**src/rtl/fifo_reader_pkg.sv**
```systemverilog
// Shared types and defaults for the FIFO read-side consumer (fifo_reader).
package fifo_reader_pkg;

    typedef enum logic [1:0] {IDLE, RUN, STOP} rd_state_t;

    localparam int XFER_CNT_W     = 16;
    localparam int DEF_FIFO_WIDTH = 16;
    localparam int DEF_BUF_DEPTH  = 4;

endpackage

```
**src/rtl/fifo_reader_if.sv**
```systemverilog
// FIFO read port plus outgoing stream of fifo_reader, bundled for one port connection.
interface fifo_reader_if #(
    parameter int FIFO_WIDTH = fifo_reader_pkg::DEF_FIFO_WIDTH
);
    // FIFO side: fifo_rd_en is honoured only while !fifo_empty; fifo_data_out is valid the
    // cycle after. Stream side: a word moves on every cycle where m_valid && m_ready; once
    // m_valid is raised, m_valid and m_data hold until that transfer happens.
    logic                  fifo_empty;
    logic                  fifo_underflow;
    logic [FIFO_WIDTH-1:0] fifo_data_out;
    logic                  fifo_rd_en;
    logic                  m_valid;
    logic [FIFO_WIDTH-1:0] m_data;
    logic                  m_ready;

    modport master (
        input  fifo_empty, fifo_underflow, fifo_data_out, m_ready,
        output fifo_rd_en, m_valid, m_data
    );

    modport slave (
        output fifo_empty, fifo_underflow, fifo_data_out, m_ready,
        input  fifo_rd_en, m_valid, m_data
    );
endinterface

```
**src/rtl/reader_skid_buf.sv**
```systemverilog
// Ring buffer between FIFO read data and the output stream; any DEPTH >= 2 is supported.
module reader_skid_buf #(
    parameter  int WIDTH = 16,
    parameter  int DEPTH = 4,
    localparam int OCC_W = $clog2(DEPTH + 1),
    localparam int PTR_W = $clog2(DEPTH)
) (
    input  logic             clk,
    input  logic             rst,
    input  logic             push,
    input  logic [WIDTH-1:0] push_data,
    input  logic             pop,
    output logic [WIDTH-1:0] head_data,
    output logic [OCC_W-1:0] occ
);

    logic [WIDTH-1:0] mem [DEPTH];
    logic [PTR_W-1:0] head;
    logic [PTR_W-1:0] tail;

    // Compare-and-clear so depths that are not a power of two wrap correctly.
    function automatic logic [PTR_W-1:0] ptr_inc(input logic [PTR_W-1:0] p);
        return (p == PTR_W'(DEPTH - 1)) ? '0 : p + PTR_W'(1);
    endfunction

    always_ff @(posedge clk or posedge rst) begin
        if (rst) begin
            for (int i = 0; i < DEPTH; i++) mem[i] <= '0;
            head <= '0;
            tail <= '0;
            occ  <= '0;
        end else begin
            if (push) begin
                mem[tail] <= push_data;
                tail      <= ptr_inc(tail);
            end
            if (pop) head <= ptr_inc(head);
            case ({push, pop})
                2'b10:   occ <= occ + OCC_W'(1);
                2'b01:   occ <= occ - OCC_W'(1);
                default: ;
            endcase
        end
    end

    assign head_data = mem[head];

endmodule

```
**src/rtl/fifo_reader.sv**
```systemverilog
// Drains the FIFO read port into a small buffer and serves it as a valid/ready stream.
// Define FIFO_READER_STATS_EN to implement xfer_count and err_underflow (tied to 0 otherwise).
module fifo_reader
    import fifo_reader_pkg::*;
#(
    parameter int FIFO_WIDTH = DEF_FIFO_WIDTH,
    parameter int BUF_DEPTH  = DEF_BUF_DEPTH
) (
    input  logic                  clk,
    input  logic                  rst,
    input  logic                  en,
    fifo_reader_if.master         bus,
    output logic                  busy,
    output logic [XFER_CNT_W-1:0] xfer_count,
    output logic                  err_underflow,
    output rd_state_t             dbg_state
);

    localparam int OCC_W = $clog2(BUF_DEPTH + 1);
    localparam logic [OCC_W:0] DEPTH_V = BUF_DEPTH[OCC_W:0];

    rd_state_t             state;
    rd_state_t             state_nxt;
    logic                  inflight;
    logic                  rd_req;
    logic                  pop;
    logic [OCC_W-1:0]      occ;
    logic [OCC_W:0]        committed;
    logic [FIFO_WIDTH-1:0] head_data;

    always_ff @(posedge clk or posedge rst) begin
        if (rst) state <= IDLE;
        else     state <= state_nxt;
    end

    always_comb begin
        state_nxt = state;
        case (state)
            IDLE:    if (en) state_nxt = RUN;
            RUN:     if (!en) state_nxt = STOP;
            STOP: begin
                if (en)             state_nxt = RUN;
                else if (!inflight) state_nxt = IDLE;
            end
            default: state_nxt = IDLE;
        endcase
    end

    // A read is only issued when the word it returns is guaranteed a buffer slot,
    // so the request never looks at m_ready.
    always_comb begin
        committed = {1'b0, occ} + {{OCC_W{1'b0}}, inflight};
        rd_req    = (state == RUN) && !bus.fifo_empty && (committed < DEPTH_V);
        busy      = (state != IDLE) || (occ != '0);
    end

    always_ff @(posedge clk or posedge rst) begin
        if (rst) inflight <= 1'b0;
        else     inflight <= rd_req;
    end

    assign bus.fifo_rd_en = rd_req;
    assign bus.m_valid    = (occ != '0);
    assign bus.m_data     = head_data;
    assign pop            = bus.m_valid && bus.m_ready;
    assign dbg_state      = state;

    reader_skid_buf #(
        .WIDTH (FIFO_WIDTH),
        .DEPTH (BUF_DEPTH)
    ) u_buf (
        .clk       (clk),
        .rst       (rst),
        .push      (inflight),
        .push_data (bus.fifo_data_out),
        .pop       (pop),
        .head_data (head_data),
        .occ       (occ)
    );

`ifdef FIFO_READER_STATS_EN
    always_ff @(posedge clk or posedge rst) begin
        if (rst) begin
            xfer_count    <= '0;
            err_underflow <= 1'b0;
        end else begin
            if (pop) xfer_count <= xfer_count + XFER_CNT_W'(1);
            if (bus.fifo_underflow && rd_req) err_underflow <= 1'b1;
        end
    end
`else
    logic unused_underflow;
    assign unused_underflow = bus.fifo_underflow;
    assign xfer_count       = '0;
    assign err_underflow    = 1'b0;
`endif

endmodule

```
**src/flat_wrapper.sv**
```systemverilog
// flat-port wrapper written by rule: the top's interface ports become plain ports
module fifo_reader_flat import fifo_reader_pkg::*;
#(
    parameter int FIFO_WIDTH = DEF_FIFO_WIDTH,
    parameter int BUF_DEPTH  = DEF_BUF_DEPTH
)
  (clk, rst, en, busy, xfer_count, err_underflow, dbg_state, bus_fifo_empty, bus_fifo_underflow, bus_fifo_data_out, bus_m_ready, bus_fifo_rd_en, bus_m_valid, bus_m_data);
  fifo_reader_if #(.FIFO_WIDTH(FIFO_WIDTH)) bus_i ();
  input  logic clk;
  input  logic rst;
  input  logic en;
  output logic busy;
  output logic [XFER_CNT_W-1:0] xfer_count;
  output logic err_underflow;
  output rd_state_t dbg_state;
  input wire logic [$bits(bus_i.fifo_empty)-1:0] bus_fifo_empty;
  input wire logic [$bits(bus_i.fifo_underflow)-1:0] bus_fifo_underflow;
  input wire logic [$bits(bus_i.fifo_data_out)-1:0] bus_fifo_data_out;
  input wire logic [$bits(bus_i.m_ready)-1:0] bus_m_ready;
  output wire logic [$bits(bus_i.fifo_rd_en)-1:0] bus_fifo_rd_en;
  output wire logic [$bits(bus_i.m_valid)-1:0] bus_m_valid;
  output wire logic [$bits(bus_i.m_data)-1:0] bus_m_data;
  assign bus_i.fifo_empty = bus_fifo_empty;
  assign bus_i.fifo_underflow = bus_fifo_underflow;
  assign bus_i.fifo_data_out = bus_fifo_data_out;
  assign bus_i.m_ready = bus_m_ready;
  assign bus_fifo_rd_en = bus_i.fifo_rd_en;
  assign bus_m_valid = bus_i.m_valid;
  assign bus_m_data = bus_i.m_data;
  fifo_reader #(.FIFO_WIDTH(FIFO_WIDTH), .BUF_DEPTH(BUF_DEPTH)) u_core (.clk(clk), .rst(rst), .en(en), .bus(bus_i), .busy(busy), .xfer_count(xfer_count), .err_underflow(err_underflow), .dbg_state(dbg_state));
endmodule
```
**config.mk**
```make
export PLATFORM = sky130hd
export DESIGN_NAME = fifo_reader_flat
export DESIGN_NICKNAME = d
export VERILOG_FILES = /design/src/rtl/fifo_reader_pkg.sv /design/src/rtl/fifo_reader_if.sv /design/src/rtl/reader_skid_buf.sv /design/src/rtl/fifo_reader.sv /design/src/flat_wrapper.sv
export SDC_FILE = /design/constraint.sdc
export NUM_CORES = 1
export LEC_CHECK = 0
export BUFFER_PORTS_ARGS = -buffer_cell sky130_fd_sc_hd__buf_2
export CAP_MARGIN = 20
export CORE_UTILIZATION = 30
export DETAILED_ROUTE_END_ITERATION = 10
export GPL_TIMING_DRIVEN = 0
export HOLD_SLACK_MARGIN = 0.08
export SLEW_MARGIN = 40
export SYNTH_ARGS = -nofsm -noshare
export SYNTH_HDL_FRONTEND = slang
export SYNTH_SLANG_ARGS = --single-unit
```
**constraint.sdc**
```tcl
create_clock -name clk -period 2.6 [get_ports clk]
set_input_delay 0.39 -clock clk [delete_from_list [all_inputs] [get_ports clk]]
set_output_delay 0.39 -clock clk [all_outputs]
set_load 0.02 [all_outputs]
```
==> reports/results.tsv, run 1 <==
stage	metric	value	unit
worst_setup_path	cp_data_required_time	2.21	ns
clock_tree	cts.reportedPaths.clkPinSlew	0.06	ns
clock_tree	cts_max_path_buffers	2	
grt	grt_pass1_wl	11200	microns
worst_setup_path	reg2reg_from	u_core.u_buf.occ[0]	
placement	pre_cts_ws	0.687	ns
grt	grt_use_total	11.5	%
placement	gp_congestion	0.684	
power	clk_network_pwr_share	22.1	%
synth	synth_compound_area_share	0.632	%
sta	setup_viol	0	
sta	final_hold_vio_count	0	
clock_tree	cts.sinks	74	
hold_path	min_to	u_core.dbg_state[1]	
placement	io_buffer_count	41	
grt	grt_pass1_vias	2038	
die	ios	60	
synth	synthesis.area_per_instance	16.9	sq um
clock_tree	cts-htree-levels	3	
grt	grt_max_degree	61	
synth	sequential_to_total_area_share_from_yosys_stat	49.2	%
final_layout	final_net_count	322	
drt	postRouteWirelength	6850	microns
sta	post_route_worst_setup_slack	0.377	ns
power	p_per_area	1240	mW/mm^2
synth	synth_mux_area_share	35.3	%
power	worst_ir_drop_vdd	364	uV
sta	finalClockSkew	0.00919	ns
power	power.static_leakage	2.20	nW
synth	yosys.area_share.xor_xnor	0.699	%
power	finalPower	5.67	mW
worst_setup_path	launching_instance_or_port_of_the_critical_path	u_core.u_buf.head[1]	
clock_tree	buffer_count_from_post_cts_setup_fixing	0	
placement	dp.final_hpwl	4600	microns
die	die_area	0.0130	sq mm
drt	drt-pass1-iter-count	4	
final_layout	areaGrowthSynthToFinish	21.8	%
worst_setup_path	worst-r2r-setup-slack	0.66	ns
worst_setup_path	rr_endpoint	u_core.u_buf.occ[2]	
hold_path	timing.hold.worst.class	in2reg	
final_layout	antenna-diode-count	0	
worst_setup_path	worst_ep_arrival_time	1.83	ns
drt	drt_iter0_drc	84	
power	netSwitchingFraction	32.8	%
power	p_int	3.81	mW
synth	number_of_cells_produced_by_synthesis	223	
grt	grt_remaining_overflow	0	
die	floorplan.initialDensity	31.1	%
synth	synth_top_family_by_area	multiplexers	
clock_tree	clock_insertion_delay_worst_skew	0.33	ns
clock_tree	ctsRootBufferMaster	clkbuf_16	
power	netSwitchingPower	1.86	mW
worst_setup_path	r2r.worst_path.cells	9	
drt	drt.antenna.violating_nets	0	
clock_tree	tritoncts.num_buffers	9	
die	core	0.0121	sq mm
synth	distinct_cell_type_count_of_the_synthesized_netlist	28	
die	die_x	114	microns
synth	synthSimpleGateAreaFrac	3.93	%
sta	final_min_period_over_clock_period	85.5	%
final_layout	drive_above_1_share	53.7	%
worst_setup_path	crit_path_max_fanout	10	
sta	rsz_0062_raised_after_global_routing	false	
drt	number_of_vias_per_cell	4.22	
power	sequentialPowerShare	35.8	%
clock_tree	clock_tree_from_tritoncts	yes	
die	chipHeight	114	microns
synth	syn-cell-area	0.00376	sq mm
worst_setup_path	timing_worst_setup_path_type	reg2out	
worst_setup_path	cp-start-kind	flip-flop	
sta	finalHoldWorstSlack	0.220	ns
status	result_of_the_run	completed	
sta	slew_violations	0	
synth	synth_adder_area_share	2.53	%
job	max_cap_viol_count	0	
hold_path	holdPathStages	2	
power	power_frac_comb	42.1	%
grt	antenna_found_initial	0	
hold_path	min_from	en	
drt	drc_errors	0	
drt	wire_per_inst	14.7	microns
drt	vias	1966	
synth	synth_warnings	0	
die	std_cell_rows	40	
synth	number_of_register_bits_inferred_by_synthesis	74	
sta	max_clock_freq	450	MHz
worst_setup_path	worstSetupEndpointType	output pin	
sta	fin_crit	2.22	ns
[cells by family (layout without fill, tap and decap cells)]
logic type / after synthesis / count (layout)
multiplexers: 84 / 84
flip-flops: 74 / 74
buffers and inverters: 34 / 93
AND/OR/NAND/NOR: 16 / 16
adder cells (fa/ha/maj): 7 / 7
AO/OA/AOI/OAI: 4 / 4
XOR/XNOR: 3 / 3
other: 1 / 17
[flip-flops by register name (all words and copies together), names as in the netlist]
name and cells:
u_core.dbg_state 2, u_core.inflight 1, u_core.u_buf.head 2, u_core.u_buf.mem 64, u_core.u_buf.occ 3, u_core.u_buf.tail 2
[per-layer routing]
metal  track usage (%)  wire length [microns]  vias to the layer above
li1                  -                      -                      916
met1              14.9                   3160                     1001
met2              18.3                   3300                       39
met3              3.56                    309                       10
met4              3.64                     84                        0
met5                 0                      0                        -
[synthesized netlist by cell type]
master,instances,area share [%]
nor2_1,4,0.40
buf_2,2,0.27
or3_1,1,0.17
a21boi_0,1,0.20
ha_1,6,2.0
xnor2_1,1,0.23
a31oi_1,1,0.17
inv_1,8,0.80
mux4_2,2,1.2
dfrtp_1,74,49
nand2_1,3,0.30
mux4_1,14,9.8
nor3_1,1,0.13
or3_4,1,0.30
nand2_4,1,0.30
fa_1,1,0.53
nand3b_1,1,0.20
buf_12,4,2.1
mux2_2,27,8.1
mux2_4,40,16
buf_8,1,0.40
nand2_8,4,2.1
mux2i_1,1,0.27
xor2_1,2,0.47
buf_6,2,0.60
o21ai_0,2,0.27
conb_1,1,0.10
buf_4,17,3.4
[worst max-delay path: stages, from the launching register on]
cell	delay, ns
dfrtp_1	0.34
buf_2	0.25
buf_2	0.34
mux4_1	0.38
buf_2	0.19
[cell usage in the layout, fill, tap and decap left out, drive strengths merged, types with 2 or more instances in the layout]
cell type	n
dfrtp	74
buf	68
mux2	67
conb	17
mux4	16
inv	10
clkbuf	9
nand2	8
ha	6
nor2	4
o21ai	2
xor2	2
clkinvlp	2
or3	2
clkinv	2
[power groups by stage]
stage | logic [mW] | clock network [mW] | registers [mW]
6_report | 2.39 | 1.25 | 2.03
2_1_floorplan | 1.93 | 0 | 1.94
5_1_grt | 2.57 | 1.34 | 2.10
3_3_place_gp | 2.38 | 0 | 2.01
3_5_place_dp | 2.43 | 0 | 2.04
4_1_cts | 2.43 | 1.28 | 2.03
[cell type report]
| class | count | area, sq um |
|---|---|---|
| Fill cell | 1172 | 7530 |
| Sequential cell | 74 | 1850 |
| Multi-Input combinational cell | 131 | 1680 |
| Buffer | 26 | 255 |
| Timing Repair Buffer | 43 | 243 |
| Clock buffer | 9 | 225 |
| Tap cell | 168 | 210 |
| Clock inverter | 7 | 76.3 |
| Inverter | 8 | 35.0 |
[timing repair]
item | 4_1_cts | 5_1_grt
endpoints found under the hold margin | 14 | 0
endpoints found under the setup margin | 0 | 0
hold buffers | 1 | 0
gates resized for setup | 0 | 0
[through the flow]
step	cell area (sq um)	utilization, %	setup TNS (ns)	instances
after CTS	4580	37.8	0	466
after floorplan	3820	-	0	239
after global routing	4580	37.8	0	466
final	4580	37.8	0	466
after detailed placement	4270	35.2	0	449
after global placement	4240	35.0	-40.14	448
[how the worst max path moves through the flow]
stage | end
finish | bus_m_data[12]
global route | bus_m_data[12]
CTS | bus_m_data[11]
detailed placement | u_core.u_buf.occ[1]
global placement | u_core.u_buf.mem[58]
floorplan | u_core.dbg_state[0]
Note: power is estimated with default switching activity, not from simulation.
==> inputs of run 2 (changes only) <==
Settings changed: BUFFER_PORTS_ARGS -buffer_cell sky130_fd_sc_hd__buf_2 to -buffer_cell sky130_fd_sc_hd__buf_4, SLEW_MARGIN 40 to 20.
Clock period 2.6 ns to 1.97 ns, I/O delays scaled along.
==> run 2 against run 1 <==
Against the previous run:
- cell count increased by 2.1%
- non-clock buffer count grew 11
- register-to-register slack got worse by 0.53 ns
- worst setup slack worse by 0.34 ns
- count of clock-buffer cells in the layout is 3 higher
- global-route usage increased by 0.60 points
- critical endpoint is now bus_m_data[13]
- highest routed layer unchanged
==> reports/results.tsv, run 2 (same netlist as run 1, synthesis figures left out) <==
stage	metric	value	unit	change
status	result_of_the_run	completed		unchanged
grt	grt_max_degree	36		was 61
sta	finalSetupTns	0	ns	unchanged
placement	dp.final_hpwl	4630	microns	was 4600 microns
hold_path	timing.hold.worst.class	in2reg		unchanged
final_layout	final_cells	476		was 466
sta	max_clock_freq	517	MHz	
clock_tree	ctsRootBufferMaster	clkbuf_16		unchanged
grt	grt_use_total	12.1	%	was 11.5%
drt	postRouteWirelength	7160	microns	was 6850 microns
placement	io_buffer_count	41		unchanged
final_layout	mostFrequentLayoutCells	72 x dfrtp_1, 60 x buf_4, 40 x mux2_4		was 74 x dfrtp_1, 43 x buf_2, 40 x mux2_4
power	worst_ir_drop_vdd	673	uV	was 364 uV
sta	slew_violations	0		unchanged
drt	vias	2053		was 1,966
clock_tree	cts.reportedPaths.clkPinSlew	0.06	ns	about the same
drt	drt.antenna.violating_nets	0		unchanged
die	std_cell_rows	40		unchanged
final_layout	drive_above_1_share	57.8	%	was 53.7%
placement	gp_congestion	0.674		was 0.684
drt	number_of_vias_per_cell	4.31		was 4.22
job	max_cap_viol_count	0		unchanged
grt	antenna_found_initial	0		unchanged
die	ios	60		unchanged
clock_tree	cts.sinks	74		unchanged
clock_tree	cts-htree-levels	3		unchanged
worst_setup_path	worstSetupEndpointType	output pin		unchanged
final_layout	registers.top_by_ff_count	u_core.u_buf.mem		unchanged
worst_setup_path	worst_ep_arrival_time	1.64	ns	was 1.83 ns
grt	grt_pass1_wl	11500	microns	was 11,200 microns
final_layout	antenna-diode-count	0		unchanged
worst_setup_path	timing_worst_setup_path_type	reg2out		unchanged
final_layout	reg.largest.list	u_core.u_buf.mem: 64 flops, u_core.u_buf.occ: 3 flops		unchanged
sta	fin_crit	1.94	ns	
final_layout	layout_commonest_cell	dfrtp_1		unchanged
die	core	0.0121	sq mm	unchanged
die	die_area	0.0130	sq mm	unchanged
final_layout	utilization	39.7	%	was 37.8%
clock_tree	clock_insertion_delay_worst_skew	0.33	ns	about the same
grt	grt_pass1_vias	2134		was 2,038
sta	setup_viol	0		unchanged
sta	final_min_period_over_clock_period	98.3	%	
die	die_x	114	microns	unchanged
final_layout	largest_reg_flops	64		unchanged
drt	drt-pass1-iter-count	6		was 4
drt	wire_per_inst	15.0	microns	was 14.7 microns
final_layout	final_net_count	333		was 322
clock_tree	tritoncts.num_buffers	9		unchanged
worst_setup_path	crit_path_max_fanout	5		was 10
sta	finalClockSkew	0.00527	ns	was 0.00919 ns
die	floorplan.initialDensity	31.1	%	unchanged
final_layout	areaGrowthSynthToFinish	27.7	%	was 21.8%
drt	drt_iter0_drc	69		was 84
die	chipHeight	114	microns	unchanged
final_layout	layout.filler_cells	1152		was 1,172
grt	grt_remaining_overflow	0		unchanged
sta	final_hold_vio_count	0		unchanged
placement	numPlacedInstances	450		was 449
worst_setup_path	cp_data_required_time	1.67	ns	was 2.21 ns
sta	rsz_0062_raised_after_global_routing	true		was false
worst_setup_path	cp-start-kind	flip-flop		unchanged
clock_tree	clock_tree_from_tritoncts	yes		unchanged
clock_tree	cts_max_path_buffers	2		unchanged
drt	drc_errors	0		unchanged
power	power.static_leakage	2.29	nW	was 2.20 nW
power	p_per_area	1660	mW/mm^2	was 1240 mW/mm^2
-- run 2: routing by layer --
metal  share of wire [%]  GRT usage (%)  routed length, microns
met2                  48           18.0                    3430
met1                  47           16.1                    3340
met3                 4.6           4.99                     329
met5                   0              0                       0
met4                0.98           3.38                      70
-- run 2: final cells by class --
class                      count  area (sq um)  area share [%]
sequential                    74          1850            38.6
multi-input combinational    131          1670            34.8
clock buffer                  12           256            5.34
clock inverter                 3          15.0           0.312
buffer                        26           277            5.76
inverter                       8          33.8           0.703
timing repair buffer          54           488            10.2
tap                          168           210            4.38
-- run 2: worst paths after layout --
| check | from | to | slack, ns | cells after the start |
|---|---|---|---|---|
| max | u_core.u_buf.head[0] | bus_m_data[13] | 0.03 | 4 |
| min | en | u_core.dbg_state[1] | 0.11 | 2 |
| max reg2reg | u_core.u_buf.occ[0] | u_core.u_buf.occ[2] | 0.13 | 9 |
| min reg2reg | u_core.u_buf.mem[19] | u_core.u_buf.mem[19] | 0.50 | 1 |
| max in group asynchronous | rst | u_core.u_buf.mem[42] | 1.00 | 4 |
| min in group asynchronous | rst | u_core.u_buf.mem[2] | 0.49 | 3 |
-- run 2: per-stage QoR --
step	power [mW]	instance area (sq um)	setup slack [ns]	hold WS (ns)
6_report	7.99	4800	0.0340	0.113
5_1_grt	8.47	4800	-0.0242	0.104
4_1_cts	7.94	4750	0.00696	0.104
3_5_place_dp	6.11	4380	0.0442	0.284
3_3_place_gp	6.00	4340	0.0679	0.456
2_1_floorplan	5.11	3820	0.134	0.361
-- run 2: timing repair --
action	4_1_cts	5_1_grt
gates resized for setup	13	9
hold buffers	1	0
pin swaps	0	4
setup buffers	4	5
endpoints found under the setup margin	15	12
gates cloned	1	0
hold endpoints to repair	10	0
-- run 2: power breakdown --
group	total, mW	internal (mW)	switching (mW)
combinational	3.78	2.28	1.49
sequential	2.70	2.28	0.417
clock	1.51	0.907	0.601
-- run 2: worst max-delay path: stages, from the launching register on --
cell	delay (ns)
dfrtp_2	0.39
buf_8	0.14
buf_12	0.11
mux4_2	0.51
buf_6	0.15
